## src/rtl/arb_pkg.sv

```systemverilog
// arb_pkg: shared select type and sizing constants for the round-robin arbiter
package arb_pkg;
    typedef logic [1:0] sel_t;
    localparam int NUM_CH = 4;
    localparam int STAT_W = 16;
endpackage

```

## src/rtl/rr_arb4_if.sv

```systemverilog
// rr_arb4_if: channel and consumer handshake bundle; stat_clr/cnt0..cnt3 exist only with ARB_STATS_EN
interface rr_arb4_if #(parameter int W = 32);
    import arb_pkg::*;
    logic [NUM_CH-1:0] in_valid;
    logic [NUM_CH-1:0] in_ready;
    logic [W-1:0]      d0, d1, d2, d3;
    logic              out_valid;
    logic              out_ready;
    logic [W-1:0]      out_data;
    sel_t              out_sel;
`ifdef ARB_STATS_EN
    logic              stat_clr;
    logic [STAT_W-1:0] cnt0, cnt1, cnt2, cnt3;
`endif
    modport slave (
        input  in_valid, d0, d1, d2, d3, out_ready,
        output in_ready, out_valid, out_data, out_sel
`ifdef ARB_STATS_EN
        , input stat_clr, output cnt0, cnt1, cnt2, cnt3
`endif
    );
    modport master (
        output in_valid, d0, d1, d2, d3, out_ready,
        input  in_ready, out_valid, out_data, out_sel
`ifdef ARB_STATS_EN
        , output stat_clr, input cnt0, cnt1, cnt2, cnt3
`endif
    );
endinterface

```

## src/rtl/mux4.sv

```systemverilog
// mux4: 4:1 data-select mux stage
module mux4 #(parameter int w = 32) (
    input  logic [1:0]   i_sel,
    input  logic [w-1:0] i_d0,
    input  logic [w-1:0] i_d1,
    input  logic [w-1:0] i_d2,
    input  logic [w-1:0] i_d3,
    output logic [w-1:0] o_y
);
    assign o_y = i_sel[1] ? (i_sel[0] ? i_d3 : i_d2) : (i_sel[0] ? i_d1 : i_d0);
endmodule

```

## src/rtl/rr_arb4_pick4.sv

```systemverilog
// rr_pick4: rotating-priority encoder, searches ptr+1, ptr+2, ptr+3, ptr
module rr_pick4
    import arb_pkg::*;
(
    input  logic [NUM_CH-1:0] i_valid,
    input  sel_t              i_ptr,
    output logic              o_any,
    output sel_t              o_g
);
    sel_t w_c;
    assign o_any = |i_valid;
    // walk from lowest priority to highest so the nearest requester after ptr wins
    always_comb begin
        o_g = i_ptr;
        w_c = i_ptr;
        for (int k = 3; k >= 0; k--) begin
            w_c = i_ptr + sel_t'(k + 1);
            if (i_valid[w_c]) o_g = w_c;
        end
    end
endmodule

```

## src/rtl/rr_arb4.sv

```systemverilog
// rr_arb4: 4-channel round-robin arbiter with registered output; ARB_STATS_EN adds grant counters
module rr_arb4
    import arb_pkg::*;
#(parameter int W = 32) (
    input logic        clk,
    input logic        rst_n,
    rr_arb4_if.slave   bus
);
    sel_t         r_ptr, r_sel, w_g;
    logic         r_valid, w_any, w_free, w_xfer;
    logic [W-1:0] r_data, w_mux;

    rr_pick4 u_pick (.i_valid(bus.in_valid), .i_ptr(r_ptr), .o_any(w_any), .o_g(w_g));

    mux4 #(.w(W)) u_mux (
        .i_sel(w_g), .i_d0(bus.d0), .i_d1(bus.d1), .i_d2(bus.d2), .i_d3(bus.d3), .o_y(w_mux)
    );

    assign w_free        = !r_valid || bus.out_ready;
    assign w_xfer        = rst_n && w_any && w_free;
    assign bus.in_ready  = w_xfer ? 4'b0001 << w_g : 4'b0000;
    assign bus.out_valid = r_valid;
    assign bus.out_data  = r_data;
    assign bus.out_sel   = r_sel;

    // output register: load on transfer (replacing any drained word), clear valid on drain only
    always_ff @(posedge clk) begin
        if (!rst_n) begin
            r_valid <= 1'b0;
            r_data  <= '0;
            r_sel   <= '0;
            r_ptr   <= 2'd3;
        end else if (w_xfer) begin
            r_valid <= 1'b1;
            r_data  <= w_mux;
            r_sel   <= w_g;
            r_ptr   <= w_g;
        end else if (bus.out_ready) begin
            r_valid <= 1'b0;
        end
    end

`ifdef ARB_STATS_EN
    logic [STAT_W-1:0] r_cnt [NUM_CH];
    // per-channel grant counters; clear takes priority over a same-cycle increment
    always_ff @(posedge clk) begin
        if (!rst_n || bus.stat_clr) begin
            for (int k = 0; k < NUM_CH; k++) r_cnt[k] <= '0;
        end else if (w_xfer) begin
            r_cnt[w_g] <= r_cnt[w_g] + 1'b1;
        end
    end
    assign bus.cnt0 = r_cnt[0];
    assign bus.cnt1 = r_cnt[1];
    assign bus.cnt2 = r_cnt[2];
    assign bus.cnt3 = r_cnt[3];
`endif
endmodule

```

## src/flat_wrapper.sv

```systemverilog
// flat-port wrapper written by rule: the top's interface ports become plain ports
module rr_arb4_flat import arb_pkg::*;
#(parameter int W = 32)
  (clk, rst_n, bus_in_valid, bus_d0, bus_d1, bus_d2, bus_d3, bus_out_ready, bus_in_ready, bus_out_valid, bus_out_data, bus_out_sel);
  rr_arb4_if #(.W(W)) bus_i ();
  input logic clk;
  input logic rst_n;
  input wire logic [$bits(bus_i.in_valid)-1:0] bus_in_valid;
  input wire logic [$bits(bus_i.d0)-1:0] bus_d0;
  input wire logic [$bits(bus_i.d1)-1:0] bus_d1;
  input wire logic [$bits(bus_i.d2)-1:0] bus_d2;
  input wire logic [$bits(bus_i.d3)-1:0] bus_d3;
  input wire logic [$bits(bus_i.out_ready)-1:0] bus_out_ready;
  output wire logic [$bits(bus_i.in_ready)-1:0] bus_in_ready;
  output wire logic [$bits(bus_i.out_valid)-1:0] bus_out_valid;
  output wire logic [$bits(bus_i.out_data)-1:0] bus_out_data;
  output wire logic [$bits(bus_i.out_sel)-1:0] bus_out_sel;
  assign bus_i.in_valid = bus_in_valid;
  assign bus_i.d0 = bus_d0;
  assign bus_i.d1 = bus_d1;
  assign bus_i.d2 = bus_d2;
  assign bus_i.d3 = bus_d3;
  assign bus_i.out_ready = bus_out_ready;
  assign bus_in_ready = bus_i.in_ready;
  assign bus_out_valid = bus_i.out_valid;
  assign bus_out_data = bus_i.out_data;
  assign bus_out_sel = bus_i.out_sel;
  rr_arb4 #(.W(W)) u_core (.clk(clk), .rst_n(rst_n), .bus(bus_i));
endmodule
```

## config.mk

```make
export PLATFORM = sky130hd
export DESIGN_NAME = rr_arb4_flat
export DESIGN_NICKNAME = d
export VERILOG_FILES = /design/src/rtl/arb_pkg.sv /design/src/rtl/rr_arb4_if.sv /design/src/rtl/mux4.sv /design/src/rtl/rr_arb4_pick4.sv /design/src/rtl/rr_arb4.sv /design/src/flat_wrapper.sv
export SDC_FILE = /design/constraint.sdc
export NUM_CORES = 1
export LEC_CHECK = 0
export BUFFER_PORTS_ARGS = -buffer_cell sky130_fd_sc_hd__buf_2
export CAP_MARGIN = 40
export CORE_ASPECT_RATIO = 1.5
export CORE_UTILIZATION = 46
export CTS_CLUSTER_SIZE = 24
export DETAILED_ROUTE_END_ITERATION = 6
export HOLD_SLACK_MARGIN = 0.08
export PLACE_DENSITY = 0.88
export SLEW_MARGIN = 20
export SYNTH_ARGS = -nofsm -noshare
export SYNTH_HDL_FRONTEND = slang
export SYNTH_SLANG_ARGS = --single-unit
```

## constraint.sdc

```tcl
create_clock -name clk -period 2.4 [get_ports clk]
set_input_delay 0.48 -clock clk [delete_from_list [all_inputs] [get_ports clk]]
set_output_delay 0.48 -clock clk [all_outputs]
set_load 0.1 [all_outputs]
```

[Yosys cells after proc, flatten, opt, wreduce, memory -nomap -nowiden]
Cells that the tools add are included.
Word-level totals
  bits of input ports: 135
  bits in registers: 37
  output and inout bits: 39
  word-level logic and storage cells: 32
Cells by class
  reduce and logical (&&, ||, !) cells: 6
  muxes and demuxes: 15
  magnitude comparators: 3
  add/subtract/negate cells: 3
  shifts and indexed selects: 1
Operators by type and width (count)
  2-to-1 mux 32 bit: 3
  < comparator 2 x 3 -> 1 bit, second input constant: 3
  binary-select mux 1 bit (select 2 bit): 3
  2-to-1 mux 2 bit: 3
  2-to-1 mux 1 bit: 5
  adder 2 bit, second input constant: 2
  2-to-1 mux 4 bit: 1
  OR reduction 4 bit: 1
  left shift 1 x 2 -> 4 bit, first input constant: 1
  adder 2 x 1 -> 2 bit, second input constant: 1
  logical AND 1 bit: 2
  nonzero test 2 bit: 1
  zero test 1 bit: 1
  logical OR 1 bit: 1

[Longest topological paths before layout]
Gate-level depths: netlist of the first run.
  depth in word-level cells: 8
  gate-level depth with buffers: 8

[By module]
A second synthesis of the first run with hierarchy kept.
Unflattened totals
  cell total of the unflattened synthesis: 220
  area, all modules: 2421.1 µm²
Modules (own cells, without submodules)
  rr_arb4: instances 1, seq. area each 740.7 µm², cells an instance 167, area an instance 1534.0 µm²
  mux4: instances 1, seq. area each 0.0 µm², cells an instance 39, area an instance 814.5 µm²
  rr_pick4: instances 1, seq. area each 0.0 µm², cells an instance 14, area an instance 72.6 µm²

[Worst setup path before layout of the first run]
OpenSTA, ideal clock, no wires.
  path kind: reg2out
  start: reg u_core.r_valid (netlist: u_core.bus.out_valid)
  end: out bus_in_ready[0]
  stages on the path, launching flop included: 7
  path buffers: 2
  arrival: 2788 ps
  setup slack: -868 ps
  cell sequence: dfxtp_1 -> nand2b_1 -> nor2b_1 -> buf_2 -> nand4_2 -> buf_2 -> nor2_1
On the way
  longest elaborated chain between the ends: 4
RTL lines
  from (decl): RTL line rr_arb4.sv:10  | logic r_valid, w_any, w_free, w_xfer;
  from (signal assigned): RTL line rr_arb4.sv:29  | r_valid <= 1'b0;
  from (signal assigned): RTL line rr_arb4.sv:34  | r_valid <= 1'b1;
  from (signal assigned): RTL line rr_arb4.sv:39  | r_valid <= 1'b0;
  zero test 1 bit: RTL line rr_arb4.sv:19  | assign w_free = !r_valid || bus.out_ready;
  logical OR 1 bit: RTL line rr_arb4.sv:19
  logical AND 1 bit: RTL line rr_arb4.sv:20  | assign w_xfer = rst_n && w_any && w_free;
  2-to-1 mux 4 bit: RTL line rr_arb4.sv:21  | assign bus.in_ready = w_xfer ? 4'b0001 << w_g : 4'b0000;
  to (decl): RTL line flat_wrapper.sv:14  | output wire logic [$bits(bus_i.in_ready)-1:0] bus_in_ready;
No other way between the ends.

[Worst setup path after layout of the first run]
  start: reg u_core.r_ptr[0]
  end: out bus_in_ready[2]
On the way
  longest elaborated chain between the ends: 8
  elaborated cells on any way between the ends: 14
  classes of those cells: 3 x add/sub; 1 x shift; 10 x mux
RTL lines
  from (decl): RTL line rr_arb4.sv:9  | sel_t r_ptr, r_sel, w_g;
  from (signal assigned): RTL line rr_arb4.sv:37  | r_ptr <= w_g;
  adder 2 bit: RTL line rr_arb4_pick4.sv:17  | w_c = i_ptr + sel_t'(k + 1);
  binary-select mux 1 bit (select 2 bit): RTL line rr_arb4_pick4.sv:18  | if (i_valid[w_c]) o_g = w_c;
  2-to-1 mux 1 bit (implied by the code): RTL line rr_arb4_pick4.sv:18
  2-to-1 mux 2 bit (2 in series): RTL line rr_arb4_pick4.sv:18
  2-to-1 mux 2 bit (*): RTL line rr_arb4_pick4.sv:18
  left shift 1 x 2 -> 4 bit (*): RTL line rr_arb4.sv:21
  2-to-1 mux 4 bit (*): RTL line rr_arb4.sv:21
Mark *: on every way between the ends. The rest lies on a longest branch, timed or not. The select of a mux whose other input is x is not followed.

==> results of run 1 <==
where the power goes:
group          switching, mW  leakage, nW  total (mW)  internal, mW
registers             0.0559        0.307       0.771         0.715
logic                   1.15         1.54        1.56         0.411
clock network          0.233       0.0542       0.493         0.260
total                   1.44         1.90        2.82          1.39
metrics by stage:
step           hold slack, ps  area, um2
3_5_place_dp              450       3610
4_1_cts                   423       3710
2_1_floorplan             491       2640
6_report                  439       3710
3_3_place_gp              440       3610
5_1_grt                   428       3710
cell families after synthesis:
| logic type | share of synthesized area (%) |
|---|---|
| simple gates | 17.4 |
| flops | 28.4 |
| compound gates | 34.0 |
| buf+inv | 7.10 |
| mux | 13.1 |
state kept, by name, indices dropped and copies added (netlist names):
signal                count
u_core.bus.out_data      32
u_core.r_ptr              2
u_core.bus.out_valid      1
u_core.bus.out_sel        2
layout make-up:
cell class | instances | area share, %
clock buffer | 7 | 2.60
clock inverter | 1 | 0.135
inverter | 1 | 0.101
multi-input combinational | 227 | 46.6
sequential | 37 | 20.0
tap | 70 | 2.36
timing repair buffer | 189 | 28.2
final timing paths:
check | from | to | slack, ps
max | u_core.r_ptr[0]$_SDFFE_PN1P_ | bus_in_ready[2] | 180
min | rst_n | u_core.r_ptr[0]$_SDFFE_PN1P_ | 440
max reg2reg | u_core.r_ptr[0]$_SDFFE_PN1P_ | u_core.bus.out_data[6]$_SDFFE_PN0P_ | 450
min reg2reg | u_core.bus.out_data[11]$_SDFFE_PN0P_ | u_core.bus.out_data[11]$_SDFFE_PN0P_ | 470
placed cells by master, fill, tap and decap left out, drive strengths merged, types with 6 or more instances in the layout:
cell | netlist | routed
o31ai | 32 | 32
nor2 | 6 | 6
clkbuf | 20 | 7
dfxtp | 37 | 37
nand4 | 33 | 33
buf | 14 | 189
nand2 | 35 | 35
mux2i | 34 | 34
o211ai | 33 | 33
a21o | 33 | 33
critical path, stage by stage (launching register included):
cell,delay [ps]
dfxtp_1,400
nand2b_1,220
o211ai_1,160
nand2_1,130
nand3_2,180
nor2_4,180
buf_12,180
per-layer routing:
layer / routed length [um] / track usage (%) / share of wire (%) / up-vias
met3: 574 / 5.46 / 6.7 / 33
met4: 304 / 15.7 / 3.5 / 0
met5: 0 / 0 / 0 / -
met2: 4720 / 53.6 / 55 / 166
li1: - / - / - / 1472
met1: 3030 / 29.9 / 35 / 1471
==> reports/metrics.yaml, run 1 <==
run_status:
  status: "finished clean"
logic_synthesis:
  ys_ff_latch: 37
  synth_ff_type: "dfxtp_1"
  synth_area_um2: 2610
  ys_seq_area_share_pct: 28.4
  yosys_warnings: 0
  netlist.top_cell.by_area: "dfxtp_1"
  netlist_instances: 299
  synth_cell_types: 29
  synth_top_area_share_pct: 28.4
  ys_top_cells_by_count: "dfxtp_1, nand2_1, mux2i_1"
  synth_area_leaders: "dfxtp_1, mux2i_1, o211ai_2, a21o_1, o31ai_1"
  synth_most_common_cell: "dfxtp_1"
  postSynthAreaPerCell_um2: 8.72
  async_flop_share_pct: 0
  syn-num-nets: 434
  synth-edff-count: 0
global_route:
  antenna_found_initial: 0
  overflow: 0
  grt_max_degree: 33
  grt_usage_pct: 28.9
  grt_pass1_vias: 3089
  grt_pass1_wl_mm: 13.7
power:
  cellLeakagePower_nw: 1.90
  max-vdd-ir-drop_v: 0.000543
  totalPowerFinal_mw: 2.82
  cellPowerDensity_nw_per_um2: 761
floorplan:
  fp.dieW_um: 63.5
  die-area_um2: 5980
  fp-row-count: 33
  start_util_pct: 47.8
  core-area_um2: 5450
  io_pins: 174
  chipHeight_um: 94.2
clock_network:
  cts_setup_buffers: 0
  root_buffer: "clkbuf_8"
  cts_buffers: 5
  clock-sinks: 37
  clockBufferDepth: 2
  cts_hold_repair.buffers: 0
  cts_tree: "done"
  h-tree-depth: 2
  cts-resized-gates: 0
  clk_pin_slew_ps: 80
  worstSkewPairLatency_ps: 280
timing:
  fin_skew_ps: 3.70
  rsz0062_at_grt: "no"
  fin_crit_ps: 2220
  hold_viol: 0
  post-route-period-util_pct: 92.5
  fmax_ghz: 0.450
  drv_slew: 0
  setup_tns_ps: 0
  fin_ws_ps: 180
  worstMarginPinSlew_ps: 503
  setup_viol: 0
  slew_headroom_pct: 66.7
routing:
  postRouteAntennaNets: 0
  vias_per_cell: 5.91
  vias: 3142
  firstDrtPassIters: 4
  routed_wl_mm: 8.62
  route.detailed.drc: 0
  drtIter0Drc: 269
  routedWlPerCell_um: 16.2
setup_path:
  start_kind: "flop"
  cp.arrival_ps: 1740
  end_kind: "primary output"
  worst-path-max-fanout: 5
  worst_r2r_path_depth: 6
  crit_type: "flop to primary output"
  worstPathRequired_ps: 1920
placed_design:
  portBuffers: 173
  pre_cts_ws_ps: 160
  gp_congestion: 0.910
  hpwlAfterDp_mm: 6.35
  numPlacedInstances: 524
layout:
  n_antenna_cell: 0
  fin_util_pct: 68.1
  multiInputGateArea_um2: 1730
  fin_cells: 532
  regArea_um2: 742
  area_growth_pct: 42.4
  fill_cells: 456
  nets: 596
  drive_above_1_share_pct: 49.4
worst_hold_path:
  whs_path_depth: 2
  hold_path.class: "input port to flop"
job:
  drv_cap: 0
No activity file was read; power rests on OpenSTA's default activity.
==> run 2, diff against run 1 <==
--- a/config.mk
+++ b/config.mk
@@ -8,12 +8,13 @@
 export BUFFER_PORTS_ARGS = -buffer_cell sky130_fd_sc_hd__buf_2
 export CAP_MARGIN = 40
 export CORE_ASPECT_RATIO = 1.5
-export CORE_UTILIZATION = 46
+export CORE_UTILIZATION = 41
 export CTS_CLUSTER_SIZE = 24
 export DETAILED_ROUTE_END_ITERATION = 6
 export HOLD_SLACK_MARGIN = 0.08
-export PLACE_DENSITY = 0.88
-export SLEW_MARGIN = 20
+export PLACE_DENSITY = 0.82
+export SLEW_MARGIN = 0
 export SYNTH_ARGS = -nofsm -noshare
 export SYNTH_HDL_FRONTEND = slang
+export SYNTH_HIERARCHICAL = 1
 export SYNTH_SLANG_ARGS = --single-unit
==> constraint.sdc (replaced) <==
create_clock -name clk -period 2.3 [get_ports clk]
set_input_delay 0.46 -clock clk [delete_from_list [all_inputs] [get_ports clk]]
set_output_delay 0.46 -clock clk [all_outputs]
set_load 0.1 [all_outputs]
==> run 2 against run 1 <==
Critical path type unchanged; synthesized area down 7.1%; flip-flop and latch count unchanged; routed wire length shrank 23%; first-iteration DRC count is 81% lower; die area is 4.1% higher; largest cell class unchanged; design area is 7.9% lower; largest power group unchanged; global-route usage decreased by 8.7 points.
==> reports/metrics.yaml, run 2 <==
run_status:
  status: "finished clean"
logic_synthesis:
  netlist.top_cell.by_area: "dfxtp_1"
  synth_cell_types: 24
  synth-xor-area-share_pct: 0
  ys_seq_area_share_pct: 30.6
  synth_ff_type: "dfxtp_1"
  async_flop_share_pct: 0
  synth_area_leaders: "dfxtp_1, mux4_2, mux2i_1, nand2_1, buf_12"
  synth_top_family_by_area: "multiplexers"
  synth_most_common_cell: "nand2_1"
  synth_top_area_share_pct: 30.6
  netlist_instances: 220
  synth.area.mux_share_pct: 44.1
  synth_area_um2: 2420
  synth-edff-count: 0
  ys_ff_latch: 37
  ys_top_cells_by_count: "nand2_1, dfxtp_1, mux2i_1"
  syn-num-nets: 355
  yosys_warnings: 6
  synth_compound_area_share_pct: 2.17
  synth_fa_ha_area_share_pct: 0
  postSynthAreaPerCell_um2: 11.0
  synthSimpleGateAreaFrac_pct: 14.3
clock_network:
  cts_buffers: 5
  worstSkewPairLatency_ps: 280
  clock-sinks: 37
  cts_setup_buffers: 0
  clk_pin_slew_ps: 70
  h-tree-depth: 2
  cts_hold_repair.buffers: 0
  cts_tree: "done"
  clockBufferDepth: 2
  root_buffer: "clkbuf_8"
floorplan:
  chipHeight_um: 96.1
  start_util_pct: 43.4
  core-area_um2: 5570
  fp-row-count: 33
  die-area_um2: 6220
  io_pins: 174
  fp.dieW_um: 64.7
routing:
  drtIter0Drc: 51
  vias: 2360
  firstDrtPassIters: 4
  routed_wl_mm: 6.61
  vias_per_cell: 5.16
  routedWlPerCell_um: 14.5
  postRouteAntennaNets: 0
  route.detailed.drc: 0
global_route:
  grt_pass1_vias: 2307
  antenna_found_initial: 0
  grt_pass1_wl_mm: 9.67
  grt_usage_pct: 20.2
  grt_max_degree: 71
  overflow: 0
layout:
  n_antenna_cell: 0
  final_cell_mix: "buf_2, nand2_1, dfxtp_1, mux2i_1, mux4_2"
  area_growth_pct: 41.2
  fin_util_pct: 61.3
  layout_commonest_cell: "buf_2"
  drive_above_1_share_pct: 57.4
  largest_reg_flops: 32
  fill_cells: 494
  fin_cells: 457
  nets: 521
  design_area_um2: 3420
timing:
  slew_headroom_pct: 56.7
  fin_crit_ps: 2190
  rsz0062_at_grt: "no"
  fin_ws_ps: 107
  drv_slew: 0
  post-route-period-util_pct: 95.4
  fmax_ghz: 0.456
  setup_tns_ps: 0
  setup_viol: 0
  worstMarginPinSlew_ps: 649
  hold_viol: 0
  fin_skew_ps: 2.40
setup_path:
  worst_r2r_path_depth: 7
  r2r_start: "u_core/r_ptr[1]$_SDFFE_PN1P_"
  cp_slowest_cell: "dfxtp_2"
  worstPathCellList: "nand2b_1 -> a32oi_1 -> nand2_2 -> inv_1 -> nor3_2 -> buf_12"
  crit_type: "flop to primary output"
  reg2reg_slack_ps: 330
  rr_endpoint: "u_core/bus.out_data[0]$_SDFFE_PN0P_"
  cp.arrival_ps: 1730
  end_kind: "primary output"
  worstPathRequired_ps: 1840
  start_kind: "flop"
  worst-path-max-fanout: 7
  critical-path-max-stage-delay_ps: 400
placed_design:
  numPlacedInstances: 449
  pre_cts_ws_ps: 214
  portBuffers: 173
  place_area_um2: 3340
  hpwlAfterDp_mm: 5.24
  gp_congestion: 0.767
worst_hold_path:
  hold_path.class: "flop to flop"
  whs_path_depth: 2
  hp-start: "u_core/bus.out_data[30]$_SDFFE_PN0P_"
  min_to: "u_core/bus.out_data[30]$_SDFFE_PN0P_"
power:
  cellPowerDensity_nw_per_um2: 793
  cellLeakagePower_nw: 1.79
  max-vdd-ir-drop_v: 0.000503
job:
  drv_cap: 0
run 2: cell count changes after synthesis, sizes merged, moves of 2 or more:
cell    before  now
o21ai        3    1
o211ai      33    2
nor2b        5    0
o31ai       32    0
nand4       33    1
clkbuf      20    6
mux4         0   32
inv          1    5
nor2         6    4
nand2       35   71
nor3         1    3
a21o        33    0
run 2: worst max-delay path, delay by kind of cell, from the launching register on:
kind            cells  cell delay [ps]
buf+inv             2              320
compound gates      1              130
flops               1              400
simple gates        3              600
run 2: final cells by class:
class	instances	area (um2)	share of cell area (%)
Clock buffer	8	80.1	2.34
Inverter	5	18.8	0.549
Multi-Input combinational cell	159	1500	43.9
Sequential cell	37	742	21.7
Tap cell	70	87.6	2.56
Timing Repair Buffer	178	988	28.9
run 2: cells by family (layout without fill, tap and decap cells):
kind of cell,Yosys count,in the layout
flip-flops,37,37
buffers and inverters,24,191
AND/OR/NAND/NOR,85,85
multiplexers,66,66
AO/OA/AOI/OAI,8,8
run 2: worst max-delay path by stage:
stage | endpoint | start | slack [ps]
2_1_floorplan | bus_in_ready[0] | u_core/bus.out_valid$_SDFFE_PN0P_ | -360
3_3_place_gp | bus_in_ready[3] | bus_in_valid[0] | 240
3_5_place_dp | bus_in_ready[3] | bus_in_valid[0] | 210
4_1_cts | bus_in_ready[1] | u_core/r_ptr[1]$_SDFFE_PN1P_ | 7
5_1_grt | bus_in_ready[3] | u_core/r_ptr[1]$_SDFFE_PN1P_ | 5
6_report | bus_in_ready[1] | u_core/r_ptr[1]$_SDFFE_PN1P_ | 110
run 2: per-layer routing:
metal | part of all wire, % | routed length (um) | GRT usage [%] | up-vias
met5 | 0 | 0 | 0 | -
met4 | 1.7 | 110 | 7.22 | 0
met3 | 6.8 | 451 | 3.79 | 9
met2 | 58 | 3830 | 41.4 | 111
met1 | 34 | 2220 | 19.2 | 1117
li1 | - | - | - | 1123
run 2: power breakdown:
group	total (mW)	switching, mW	internal [mW]
sequential	0.785	0.0494	0.736
clock	0.426	0.211	0.215
combinational	1.50	1.02	0.474
run 2: what timing repair did:
item                                    in CTS  in global routing
endpoints found under the setup margin       0                  4
hold endpoints to repair                     0                  0
resized for setup                            0                  1
run 2: through the flow:
stage,power [mW],hold WS [ps]
floorplan,2.02,502
global placement,2.27,439
detailed placement,2.30,447
CTS,2.74,458
global route,2.83,471
finish,2.71,456
==> run 3, diff against run 2 <==
--- a/config.mk
+++ b/config.mk
@@ -8,6 +8,7 @@
 export BUFFER_PORTS_ARGS = -buffer_cell sky130_fd_sc_hd__buf_2
 export CAP_MARGIN = 40
 export CORE_ASPECT_RATIO = 1.5
+export CORE_MARGIN = 2
 export CORE_UTILIZATION = 41
 export CTS_CLUSTER_SIZE = 24
 export DETAILED_ROUTE_END_ITERATION = 6
==> run 3 against run 2 <==
Worst hold slack got worse by 6.6 ps; sequential share of layout area about the same; routed wire length increased by 1.4%.
==> reports/metrics.yaml, run 3 (synthesis gave the netlist of run 2 again) <==
placed_design:
  hpwlAfterDp_mm: 5.40
  portBuffers: 173
  place_area_um2: 3330
  numPlacedInstances: 451
  gp_congestion: 0.742
  pre_cts_ws_ps: 156
worst_hold_path:
  hold_path.class: "flop to flop"
layout:
  regArea_um2: 742
  multiInputGateArea_um2: 1500
  final_cell_mix: "buf_2, nand2_1, dfxtp_1, mux2i_1, mux4_2"
  area_growth_pct: 41.3
  fin_cells: 459
  largest_reg_flops: 32
  nets: 522
  design_area_um2: 3420
  n_antenna_cell: 0
  fill_cells: 499
  drive_above_1_share_pct: 57.9
  fin_util_pct: 59.6
  layout_commonest_cell: "buf_2"
floorplan:
  die-area_um2: 6550
  chipHeight_um: 98.1
  fp-row-count: 34
  io_pins: 174
  core-area_um2: 5740
  start_util_pct: 42.2
  fp.dieW_um: 66.7
timing:
  rsz0062_at_grt: "no"
  drv_slew: 0
  slew_headroom_pct: 57.4
  fin_crit_ps: 2250
  fin_ws_ps: 50.8
  holdWs_ps: 450
  fin_skew_ps: 2.45
  setup_viol: 0
  post-route-period-util_pct: 97.8
  fmax_ghz: 0.445
  hold_viol: 0
  worstMarginPinSlew_ps: 640
setup_path:
  path_delay_family: "simple AND/OR/NAND/NOR gates"
  cp_slowest_cell: "dfxtp_2"
  worst_r2r_path_depth: 7
  worstPathCellList: "nand2b_1 -> a32oi_1 -> nand2_2 -> buf_4 -> nor2_4 -> buf_12"
  r2r_start: "u_core/r_ptr[1]$_SDFFE_PN1P_"
  end_kind: "primary output"
  critical-path-max-stage-delay_ps: 360
  cp.arrival_ps: 1790
  worstPathRequired_ps: 1840
  worst-path-buf-inv: 2
  rr_endpoint: "u_core/bus.out_data[31]$_SDFFE_PN0P_"
  crit_path_start: "u_core/r_ptr[1]$_SDFFE_PN1P_"
  crit_end: "bus_in_ready[2]"
  crit_type: "flop to primary output"
  critical_path_depth: 6
  worst-path-max-fanout: 7
  reg2reg_slack_ps: 240
  start_kind: "flop"
clock_network:
  cts_hold_repair.buffers: 0
  cts_buffers: 5
  cts_tree: "done"
  h-tree-depth: 2
  worstSkewPairLatency_ps: 270
  clk_pin_slew_ps: 70
  clock-sinks: 37
  root_buffer: "clkbuf_8"
  clockBufferDepth: 2
routing:
  vias_per_cell: 5.20
  routed_wl_mm: 6.70
  postRouteAntennaNets: 0
  route.detailed.drc: 0
  drtIter0Drc: 87
  firstDrtPassIters: 4
  vias: 2387
  routedWlPerCell_um: 14.6
power:
  max-vdd-ir-drop_v: 0.000321
  cellLeakagePower_nw: 1.80
  cellPowerDensity_nw_per_um2: 794
global_route:
  grt_usage_pct: 21.1
  grt_max_degree: 70
  grt_pass1_vias: 2574
  overflow: 0
  grt_pass1_wl_mm: 10.8
  antenna_found_initial: 0
run_status:
  status: "finished clean"
job:
  drv_cap: 0
-- run 3: changes by cell type in the layout (fill, tap and decap cells not counted), sizes merged --
cell | previous run | this run
clkbuf | 8 | 7
buf | 178 | 179
-- run 3: stage by stage --
step / power, mW / TNS, ps
after floorplan: 2.02 / -916
after global placement: 2.25 / 0
after detailed placement: 2.30 / 0
after CTS: 2.75 / 0
after global routing: 2.85 / 0
final: 2.72 / 0
-- run 3: how the worst min path moves through the flow --
stage / from / to / slack, ps / cells past startpoint
after floorplan: u_core/r_ptr[0]$_SDFFE_PN1P_ / u_core/r_ptr[0]$_SDFFE_PN1P_ / 500 / 2
final: u_core/bus.out_sel[1]$_SDFFE_PN0P_ / u_core/bus.out_sel[1]$_SDFFE_PN0P_ / 450 / 2
after global routing: u_core/bus.out_data[15]$_SDFFE_PN0P_ / u_core/bus.out_data[15]$_SDFFE_PN0P_ / 470 / 2
after CTS: u_core/bus.out_sel[1]$_SDFFE_PN0P_ / u_core/bus.out_sel[1]$_SDFFE_PN0P_ / 450 / 2
after detailed placement: u_core/bus.out_sel[1]$_SDFFE_PN0P_ / u_core/bus.out_sel[1]$_SDFFE_PN0P_ / 440 / 2
after global placement: u_core/bus.out_sel[1]$_SDFFE_PN0P_ / u_core/bus.out_sel[1]$_SDFFE_PN0P_ / 440 / 2
-- run 3: repair_timing --
| action | 4_1_cts | 5_1_grt |
|---|---|---|
| resized for setup | 0 | 1 |
| endpoints found under the hold margin | 0 | 0 |
| buffers inserted | 0 | 1 |
| endpoints found under the setup margin | 0 | 4 |
-- run 3: power by group --
group | total [mW] | switching [mW] | internal, mW | leakage (nW)
Combinational | 1.49 | 1.02 | 0.470 | 1.45
Sequential | 0.784 | 0.0484 | 0.736 | 0.307
Clock | 0.442 | 0.205 | 0.238 | 0.0443
Total | 2.72 | 1.27 | 1.44 | 1.80
-- run 3: area by class of cell --
class,count,share of cell area [%]
Inverter,5,0.548
Sequential cell,37,21.7
Multi-Input combinational cell,159,43.9
Timing Repair Buffer,179,28.7
Clock buffer,7,2.52
Tap cell,72,2.63
-- run 3: worst reg2reg max path: stages (launching register included) --
cell	delay (ps)
dfxtp_2	400
nand2b_1	220
a32oi_1	150
nand2_2	170
buf_12	260
mux4_1	590
nand2_1	80
mux2i_1	70
-- run 3: routing by layer --
metal	GRT usage, %	wire, um
met1	20.5	2280
met3	4.03	485
met5	0	0
met4	7.38	116
met2	41.9	3820
